===== src/rtl/multicycle_ctrl.sv =====
// Main sequencing FSM for the multicycle ARM-subset datapath: register enables,
// mux selects and ALU mode, with a memory-ready handshake on fetch/load/store.
`timescale 1ns/1ps

module multicycle_ctrl (
  input  logic       clk,
  input  logic       reset,
  input  logic [1:0] op,
  input  logic [5:0] funct,
  input  logic       mem_ready,
  output logic       ir_write,
  output logic       next_pc,
  output logic       branch,
  output logic       reg_w,
  output logic       mem_w,
  output logic       adr_src,
  output logic       alu_src_a,
  output logic [1:0] alu_src_b,
  output logic [1:0] result_src,
  output logic       alu_op,
  output logic [3:0] state
);

  typedef enum logic [3:0] {
    S_FETCH    = 4'd0,
    S_DECODE   = 4'd1,
    S_MEMADR   = 4'd2,
    S_MEMRD    = 4'd3,
    S_MEMWB    = 4'd4,
    S_MEMWR    = 4'd5,
    S_EXECUTER = 4'd6,
    S_EXECUTEI = 4'd7,
    S_ALUWB    = 4'd8,
    S_BRANCH   = 4'd9
  } state_t;

  state_t r_state;
  state_t w_state_next;

  logic w_ir_write;
  logic w_next_pc;
  logic w_branch;
  logic w_reg_w;
  logic w_mem_w;

  always_ff @(posedge clk or posedge reset) begin
    if (reset) r_state <= S_FETCH;
    else       r_state <= w_state_next;
  end

  always_comb begin
    w_state_next = S_FETCH;
    case (r_state)
      S_FETCH:    w_state_next = mem_ready ? S_DECODE : S_FETCH;
      S_DECODE: begin
        case (op)
          2'b00:   w_state_next = funct[5] ? S_EXECUTEI : S_EXECUTER;
          2'b01:   w_state_next = S_MEMADR;
          2'b10:   w_state_next = S_BRANCH;
          default: w_state_next = S_FETCH;  // undefined op retires as a NOP
        endcase
      end
      S_MEMADR:   w_state_next = funct[0] ? S_MEMRD : S_MEMWR;
      S_MEMRD:    w_state_next = mem_ready ? S_MEMWB : S_MEMRD;
      S_MEMWR:    w_state_next = mem_ready ? S_FETCH : S_MEMWR;
      S_EXECUTER: w_state_next = S_ALUWB;
      S_EXECUTEI: w_state_next = S_ALUWB;
      default:    w_state_next = S_FETCH;
    endcase
  end

  always_comb begin
    w_ir_write = 1'b0;
    w_next_pc  = 1'b0;
    w_branch   = 1'b0;
    w_reg_w    = 1'b0;
    w_mem_w    = 1'b0;
    adr_src    = 1'b0;
    alu_src_a  = 1'b0;
    alu_src_b  = 2'b00;
    result_src = 2'b00;
    alu_op     = 1'b0;
    case (r_state)
      S_FETCH: begin
        alu_src_a  = 1'b1;
        alu_src_b  = 2'b10;
        result_src = 2'b10;
        w_ir_write = mem_ready;
        w_next_pc  = mem_ready;
      end
      S_DECODE: begin
        alu_src_a  = 1'b1;
        alu_src_b  = 2'b10;
        result_src = 2'b10;
      end
      S_MEMADR:   alu_src_b = 2'b01;
      S_MEMRD:    adr_src = 1'b1;
      S_MEMWB: begin
        result_src = 2'b01;
        w_reg_w    = 1'b1;
      end
      S_MEMWR: begin
        adr_src = 1'b1;
        w_mem_w = 1'b1;
      end
      S_EXECUTER: alu_op = 1'b1;
      S_EXECUTEI: begin
        alu_src_b = 2'b01;
        alu_op    = 1'b1;
      end
      S_ALUWB:    w_reg_w = 1'b1;
      S_BRANCH: begin
        alu_src_b  = 2'b01;
        result_src = 2'b10;
        w_branch   = 1'b1;
      end
      default: ;
    endcase
  end

  // Strobes are masked while reset is high so an aborted instruction commits nothing.
  assign ir_write = w_ir_write & ~reset;
  assign next_pc  = w_next_pc  & ~reset;
  assign branch   = w_branch   & ~reset;
  assign reg_w    = w_reg_w    & ~reset;
  assign mem_w    = w_mem_w    & ~reset;
  assign state    = r_state;

endmodule

===== config.mk =====
export PLATFORM = sky130hd
export DESIGN_NAME = multicycle_ctrl
export DESIGN_NICKNAME = d
export VERILOG_FILES = /design/src/rtl/multicycle_ctrl.sv
export SDC_FILE = /design/constraint.sdc
export NUM_CORES = 1
export LEC_CHECK = 0
export BUFFER_PORTS_ARGS = -buffer_cell sky130_fd_sc_hd__buf_2
export CORE_MARGIN = 3
export CORE_UTILIZATION = 30
export CTS_BUF_LIST = sky130_fd_sc_hd__clkbuf_4
export CTS_CLUSTER_SIZE = 40
export DETAILED_ROUTE_END_ITERATION = 8
export GPL_TIMING_DRIVEN = 0
export RECOVER_POWER = 50
export SLEW_MARGIN = 20
export SYNTH_ARGS = -nofsm -noshare
export SYNTH_HDL_FRONTEND = slang
export SYNTH_SLANG_ARGS = --single-unit

===== constraint.sdc =====
create_clock -name clk -period 3.4 [get_ports clk]
set_input_delay 0.51 -clock clk [delete_from_list [all_inputs] [get_ports clk]]
set_output_delay 0.51 -clock clk [all_outputs]
set_load 0.02 [all_outputs]

==> impl_metrics.tcl, run 1 <==
set metrics [dict create \
    drive_gt1_frac 0.365 \
    cts_sinks 4 \
    syn-num-nets 60 \
    postCtsSetupBuffers 0 \
    synth_common_cells "nor2_1, dfrtp_1, nand2b_1, nor3_1, inv_1" \
    fp.dieH_um 42.6 \
    grt_max_degree 11 \
    path_clk_slew_ns 0.04 \
    syn_inst 49 \
    clock_latency_ns 0.23 \
    wl_per_cell_um 11.8 \
    core_sq_um 1190 \
    pre_cts_ws_ns 1.51 \
    critPathRequiredTime_ns 2.89 \
    timing.final.ws_setup_ns 1.07 \
    antenna_found_initial 0 \
    path_cells "clkbuf_1 > or2_1 > clkbuf_1 > and4bb_2 > buf_4 > buf_2" \
    final_nets 87 \
    synth.area.top_cells "dfrtp_1, nand2b_1, buf_6, nor2_1, nor3_1" \
    crit_start "state[3]" \
    synth_top_area_cell "dfrtp_1" \
    dieWidth_um 42.6 \
    hold_class "in -> async" \
    clockBufferDepth 2 \
    synth_ff_type "dfrtp_1" \
    cts_tree "built" \
    synth_edf_count 0 \
    vdd_drop_max_v 0.000391 \
    gp_congestion 0.787 \
    final_antenna_net_count 0 \
    area_delta_synth_final_pct 30.1 \
    first_pass_iters 4 \
    rsz0062_at_grt "false" \
    hold_violations 0 \
    hpwlAfterDp_um 788 \
    drv_slew 0 \
    post-route-period-util 0.687 \
    outcome "finished, final reports clean" \
    synth_top_area_frac 0.248 \
    r2r-start "state[3]" \
    synth-seq-area-share 0.248 \
    worst_pin_slew_ns 0.426 \
    finalWirelength_mm 1.04 \
    fp-row-count 12 \
    r2r_cells 5 \
    p_leak_uw 0.000266 \
    vias 448 \
    fillerInstances 136 \
    root_buffer "clkbuf_4" \
    cts_buffers 3 \
    grt_usage 0.111 \
    fin_tns_setup_ns 0 \
    ys_types 30 \
    clock_skew_ns 0.00335 \
    fin_crit_ns 2.33 \
    grt-ovfl-total 0 \
    initial_core_util 0.340 \
    dieArea_sq_um 1820 \
    grt_pass1_wl_mm 1.55 \
    cts_resized 0 \
    path_class "reg -> out" \
    numPortBuffers 22 \
    yosys_warnings 0 \
    remaining_drc_errors 0 \
    p_per_area_nw_per_um2 994 \
    critPathMaxFanout 10 \
    pin_count 27 \
    yosysMostFrequentCell "nor2_1" \
    crit_path_end_kind "output port" \
    slowest_delay_ns 0.33 \
    syn_area_per_cell_sq_um 8.22 \
    synth_seq_cells 4 \
    path_common_cell "clkbuf_1" \
    drt_iter0_drc 8 \
    synthesis.area_sq_um 403 \
    critPathSlowestCell "dfrtp_1" \
    grt_pass1_vias 369 \
    async_reset_ff_frac 1.00 \
    cp-start-kind "register" \
    postCtsHoldBufs 0 \
    routed_via_density 5.09 \
    htreeDepth 1 \
    antennaDiodeCount 0 \
    arrival_ns 1.82 \
    fmax_mhz 428 \
    finalSetupViolCount 0 \
    max_slew_margin 0.716 \
    cap_violations 0 \
    largest_reg_flops 4 \
]
report_power, final:
group / switching, uW / leakage, uW / internal, uW
Combinational: 234 / 0.000199 / 136
Sequential: 27.1 / 0.0000524 / 67.1
Clock: 17.4 / 0.0000138 / 39.3
placed cells by master (no fill, tap or decap), types with 2 or more instances in the layout:
cell type / count
buf_2: 18
clkbuf_1: 8
clkbuf_4: 3
dfrtp_1: 4
inv_1: 3
nand2_1: 2
nand2b_1: 4
nor2_1: 6
nor3_1: 4
o22ai_1: 2
critical path, delay by kind of cell, from the launching register on:
kind,cells,cell delay [ns]
DFF,1,0.33
buffers and inverters,4,0.83
and+or+nand+nor,2,0.44
through the flow:
step,cells,util,power [uW],instance area [sq um],hold WS (ns)
after floorplan,49,-,386,403,0.276
after global placement,85,0.447,497,531,0.439
after detailed placement,85,0.447,497,531,0.446
after CTS,88,0.466,557,553,0.197
after global routing,88,0.442,567,524,0.241
final,88,0.442,521,524,0.220
worst paths after layout:
| check | slack, ns | to |
|---|---|---|
| max reg2reg | 1.81 | state[0] |
| max | 1.07 | next_pc |
| min in group clk | 0.56 | state[0] |
| min reg2reg | 0.70 | state[1] |
| max in group asynchronous | 3.02 | state[3] |
| min | 0.22 | state[1] |
metal layers:
layer  track usage  wire length, um
met3        0.0515               90
met5             0                0
met4        0.0186                0
met1         0.151              507
met2         0.162              437
final cells by class:
class	instances	area, sq um	share of cell area
inverters	3	11.3	0.0215
multi-input cells	37	245	0.468
repair buffers	22	104	0.198
plain buffers	5	23.8	0.0453
well taps	14	17.5	0.0334
clock buffers	3	22.5	0.0430
flip-flops and latches	4	100	0.191
cells by family after synthesis:
kind of cell,share of synthesized area
AOI/OAI and AO/OA,0.208
xor gates and xnor gates,0.0217
buffers and inverters,0.127
DFF,0.248
and+or+nand+nor,0.394
(Power assumes the default switching activity.)
==> run 2, diff against run 1 <==
--- a/config.mk
+++ b/config.mk
@@ -5,12 +5,13 @@
 export SDC_FILE = /design/constraint.sdc
 export NUM_CORES = 1
 export LEC_CHECK = 0
+export ABC_AREA = 1
 export BUFFER_PORTS_ARGS = -buffer_cell sky130_fd_sc_hd__buf_2
-export CORE_MARGIN = 3
-export CORE_UTILIZATION = 30
+export CORE_AREA = 3 3 40 42
 export CTS_BUF_LIST = sky130_fd_sc_hd__clkbuf_4
 export CTS_CLUSTER_SIZE = 40
 export DETAILED_ROUTE_END_ITERATION = 8
+export DIE_AREA = 0 0 43 45
 export GPL_TIMING_DRIVEN = 0
 export RECOVER_POWER = 50
 export SLEW_MARGIN = 20
==> constraint.sdc (replaced) <==
create_clock -name clk -period 2.01 [get_ports clk]
set_input_delay 0.3015 -clock clk [delete_from_list [all_inputs] [get_ports clk]]
set_output_delay 0.3015 -clock clk [all_outputs]
set_load 0.02 [all_outputs]
==> impl_metrics.tcl, run 2 <==
set metrics [dict create \
    remaining_drc_errors 0 \
    dpl_cell_area_sq_um 483 \
    syn_area_per_cell_sq_um 6.10 \
    root_buffer "clkbuf_4" \
    fin_crit_ns 1.81 \
    vdd_drop_max_v 0.000781 \
    critPathRequiredTime_ns 1.71 \
    max_slew_margin 0.771 \
    worst_pin_slew_ns 0.342 \
    numPortBuffers 22 \
    fin_tns_setup_ns 0 \
    fmax_mhz 554 \
    synth_common_cells "nor2_1, nand2_1, inv_1" \
    syn-num-nets 69 \
    pre_cts_ws_ns 0.485 \
    clock_skew_ns 0.00188 \
    fp.dieH_um 45 \
    yosys_warnings 0 \
    synthesis.area_sq_um 354 \
    cts_sinks 4 \
    core_sq_um 1280 \
    final_antenna_net_count 0 \
    postLayoutCellArea_sq_um 507 \
    p_per_area_nw_per_um2 1420 \
    critPathMaxFanout 5 \
    grt_pass1_wl_mm 1.66 \
    cts_resized 0 \
    arrival_ns 1.51 \
    p_leak_uw 0.000289 \
    hpwlAfterDp_um 795 \
    final_cell_mix "buf_2, nor2_1, nand2_1, inv_1, nand3_1" \
    cp-start-kind "input pin" \
    slowest_delay_ns 0.53 \
    vias 438 \
    largest_reg_flops 4 \
    clock_latency_ns 0.23 \
    rsz0062_at_grt "false" \
    synth.area.top_cells "dfrtp_1, nor2_1, nand2_1, nand3_1, inv_1" \
    routed_via_density 4.42 \
    outcome "finished, final reports clean" \
    crit_path_end_kind "output port" \
    hold_violations 0 \
    synth_top_area_cell "dfrtp_1" \
    synth-seq-area-share 0.283 \
    drt_iter0_drc 11 \
    syn_inst 58 \
    synth_ff_type "dfrtp_1" \
    wl_per_cell_um 9.74 \
    dieWidth_um 43 \
    hold_class "in -> reg" \
    drive_gt1_frac 0.286 \
    antennaDiodeCount 0 \
    htreeDepth 1 \
    critPathSlowestCell "dlygate4sd3_1" \
    path_clk_slew_ns 0.04 \
    grt-ovfl-total 0 \
    synth_edf_count 0 \
    post-route-period-util 0.899 \
    path_class "in -> out" \
    synth_seq_cells 4 \
    final_cells 99 \
    area_delta_synth_final_pct 43.1 \
    yosysMostFrequentCell "nor2_1" \
    final_nets 97 \
    clockBufferDepth 2 \
    drv_slew 0 \
    finalSetupViolCount 0 \
    power_uw 718 \
    initial_core_util 0.276 \
    grt_usage 0.111 \
    pin_count 27 \
    cts_buffers 3 \
    grt_pass1_vias 388 \
    fp-row-count 13 \
    postCtsHoldBufs 1 \
    finalWirelength_um 964 \
    path_cells "dlygate4sd3_1 > clkbuf_1 > nor3_1 > buf_4 > buf_2" \
    antenna_found_initial 0 \
    gp_congestion 0.762 \
    async_reset_ff_frac 1.00 \
    timing.final.ws_setup_ns 0.203 \
    postCtsSetupBuffers 0 \
    placed_cells 95 \
    ys_types 17 \
    dieArea_sq_um 1940 \
    first_pass_iters 4 \
    final_common_cell "buf_2" \
    grt_max_degree 10 \
    cap_violations 0 \
    cts_tree "built" \
    synth_top_area_frac 0.283 \
]
[run 2: cell count changes in the layout (fill, tap and decap cells not counted), moves of 2 or more]
cell / previous run / this run
nand2_1: 2 / 10
nor2_1: 6 / 14
inv_1: 3 / 9
nand3_1: 1 / 7
nand2b_1: 4 / 0
clkbuf_1: 8 / 5
nor3_1: 4 / 1
o21ai_0: 1 / 3
[run 2: stage by stage]
stage | hold slack [ns] | util
2_1_floorplan | 0.0676 | -
3_3_place_gp | 0.238 | 0.376
3_5_place_dp | 0.240 | 0.376
4_1_cts | 0.351 | 0.401
5_1_grt | 0.365 | 0.394
6_report | 0.347 | 0.394
[run 2: final timing paths]
| check | start | to | slack (ns) | cells past startpoint |
|---|---|---|---|---|
| worst max-delay path | reset | next_pc | 0.20 | 5 |
| worst max register to register | state[1] | state[1] | 0.79 | 4 |
| max in group asynchronous | reset | state[3] | 1.30 | 3 |
| min in group asynchronous | reset | state[1] | 0.56 | 3 |
| worst min-delay path | funct[0] | state[1] | 0.35 | 3 |
| worst min register to register | state[0] | state[1] | 0.66 | 3 |
[run 2: critical path, delay by kind of cell]
family,cells,cell delay [ns]
buffers and inverters,4,0.97
and+or+nand+nor,1,0.24
[run 2: report_power, final]
| part | leakage [uW] | switching (uW) | internal (uW) | total, uW |
|---|---|---|---|---|
| Combinational | 0.000223 | 329 | 143 | 472 |
| Sequential | 0.0000525 | 39.9 | 109 | 149 |
| Clock | 0.0000138 | 30.6 | 66.7 | 97.3 |
| Total | 0.000289 | 399 | 319 | 718 |
[run 2: layer usage]
layer | track usage | part of all wire | vias up
li1 | - | - | 236
met4 | 0 | 0 | 0
met1 | 0.158 | 0.46 | 185
met2 | 0.165 | 0.44 | 17
met3 | 0.0518 | 0.098 | 0
met5 | 0 | 0 | -
[run 2: logic make-up after synthesis]
logic type             Yosys count  synth area share
AO/OA/AOI/OAI                    6             0.102
buffers and inverters           10             0.117
flip-flops                       4             0.283
AND/OR/NAND/NOR                 38             0.498
[run 2: final cells by class]
| cell class | count | area [sq um] |
|---|---|---|
| buffer | 1 | 7.51 |
| clock buffer | 3 | 22.5 |
| fill | 150 | 778 |
| inverter | 9 | 33.8 |
| multi-input combinational | 44 | 210 |
| sequential | 4 | 100 |
| tap | 15 | 18.8 |
| timing repair buffer | 23 | 114 |
==> run 3, diff against run 2 <==
--- a/config.mk
+++ b/config.mk
@@ -8,7 +8,7 @@
 export ABC_AREA = 1
 export BUFFER_PORTS_ARGS = -buffer_cell sky130_fd_sc_hd__buf_2
 export CORE_AREA = 3 3 40 42
-export CTS_BUF_LIST = sky130_fd_sc_hd__clkbuf_4
+export CTS_BUF_LIST = sky130_fd_sc_hd__clkbuf_8
 export CTS_CLUSTER_SIZE = 40
 export DETAILED_ROUTE_END_ITERATION = 8
 export DIE_AREA = 0 0 43 45
==> impl_metrics.tcl, run 3 (synthesis gave the netlist of run 2 again) <==
set metrics [dict create \
    rrSetupSlack_ns 0.80 \
    finalSetupViolCount 0 \
    pre_cts_ws_ns 0.485 \
    antenna_found_initial 0 \
    drive_gt1_frac 0.289 \
    clock_skew_ns 0.00143 \
    cts_sinks 4 \
    final_antenna_net_count 0 \
    hold_class "in -> async" \
    vdd_drop_max_v 0.000901 \
    final_common_cell "buf_2" \
    path_class "reg -> out" \
    r2r_cells 4 \
    r2r_end "state[1]" \
    drt_iter0_drc 9 \
    largest_reg_flops 4 \
    fmax_mhz 574 \
    critPathRequiredTime_ns 1.71 \
    outcome "finished, final reports clean" \
    clock_latency_ns 0.21 \
    htreeDepth 1 \
    max_slew_margin 0.772 \
    fp.dieH_um 45 \
    cts_resized 0 \
    wl_per_cell_um 9.73 \
    dieWidth_um 43 \
    r2r-start "state[1]" \
    first_pass_iters 4 \
    cts_tree "built" \
    root_buffer "clkbuf_8" \
    numPortBuffers 22 \
    fin_crit_ns 1.74 \
    initial_core_util 0.276 \
    clockBufferDepth 2 \
    pin_count 27 \
    dieArea_sq_um 1940 \
    p_leak_uw 0.000293 \
    drv_slew 0 \
    finalWirelength_um 954 \
    path_clk_slew_ns 0.03 \
    grt_pass1_vias 381 \
    hold_violations 0 \
    fillerInstances 149 \
    grt_max_degree 10 \
    cp-start-kind "register" \
    cts_buffers 3 \
    fp-row-count 13 \
    postCtsHoldBufs 0 \
    vias 447 \
    arrival_ns 1.44 \
    core_sq_um 1280 \
    gp_congestion 0.762 \
    area_delta_synth_final_pct 45.6 \
    crit_path_end_kind "output port" \
    grt_pass1_wl_mm 1.65 \
    worst_pin_slew_ns 0.341 \
    routed_via_density 4.56 \
    remaining_drc_errors 0 \
    postCtsSetupBuffers 0 \
    antennaDiodeCount 0 \
    rsz0062_at_grt "false" \
    grt-ovfl-total 0 \
    timing.final.ws_setup_ns 0.266 \
    grt_usage 0.113 \
    post-route-period-util 0.867 \
    hpwlAfterDp_um 795 \
    fin_tns_setup_ns 0 \
    cap_violations 0 \
    critPathMaxFanout 7 \
    p_per_area_nw_per_um2 1520 \
    final_cell_mix "buf_2, nor2_1, nand2_1, inv_1, nand3_1" \
    final_nets 96 \
]
-- run 3: cell type report --
type	count	area, sq um	share of cell area
flip-flops and latches	4	100	0.194
well taps	15	18.8	0.0364
multi-input cells	44	210	0.408
inverters	9	33.8	0.0655
plain buffers	1	7.51	0.0146
repair buffers	22	104	0.201
clock buffers	3	41.3	0.0801
-- run 3: critical path, cell delays in order, from the launching register on --
cell and delay [ns]:
dfrtp_1 0.44, inv_1 0.15, nand2_1 0.13, nor3_1 0.23, buf_4 0.14, buf_2 0.15
-- run 3: routing by layer --
| layer | track usage | up-vias | routed length [um] |
|---|---|---|---|
| li1 | - | 234 | - |
| met1 | 0.158 | 188 | 426 |
| met2 | 0.162 | 25 | 422 |
| met3 | 0.0398 | 0 | 105 |
| met4 | 0.0361 | 0 | 0 |
| met5 | 0 | - | 0 |
-- run 3: report_power, final --
group	leakage, uW	internal, uW	total, uW	switching, uW
Sequential	0.0000525	109	149	39.9
Clock	0.0000216	127	164	36.7
Combinational	0.000218	142	471	328
Total	0.000293	378	783	405
-- run 3: worst max-delay path by stage --
stage | startpoint | endpoint | slack, ns
floorplan | state[3] | next_pc | 0.15
global placement | state[1] | next_pc | 0.50
detailed placement | state[1] | next_pc | 0.49
CTS | state[1] | next_pc | 0.25
global route | state[1] | result_src[1] | 0.08
finish | state[1] | next_pc | 0.27
-- run 3: metrics by stage --
stage | power (uW) | utilization | hold WS [ns] | std cells | cell area (sq um)
5_1_grt | 860 | 0.401 | 0.0571 | 98 | 515
3_5_place_dp | 635 | 0.376 | 0.240 | 95 | 483
2_1_floorplan | 483 | - | 0.0676 | 58 | 354
6_report | 783 | 0.401 | 0.0342 | 98 | 515
3_3_place_gp | 634 | 0.376 | 0.238 | 95 | 483
4_1_cts | 807 | 0.408 | 0.0146 | 98 | 524
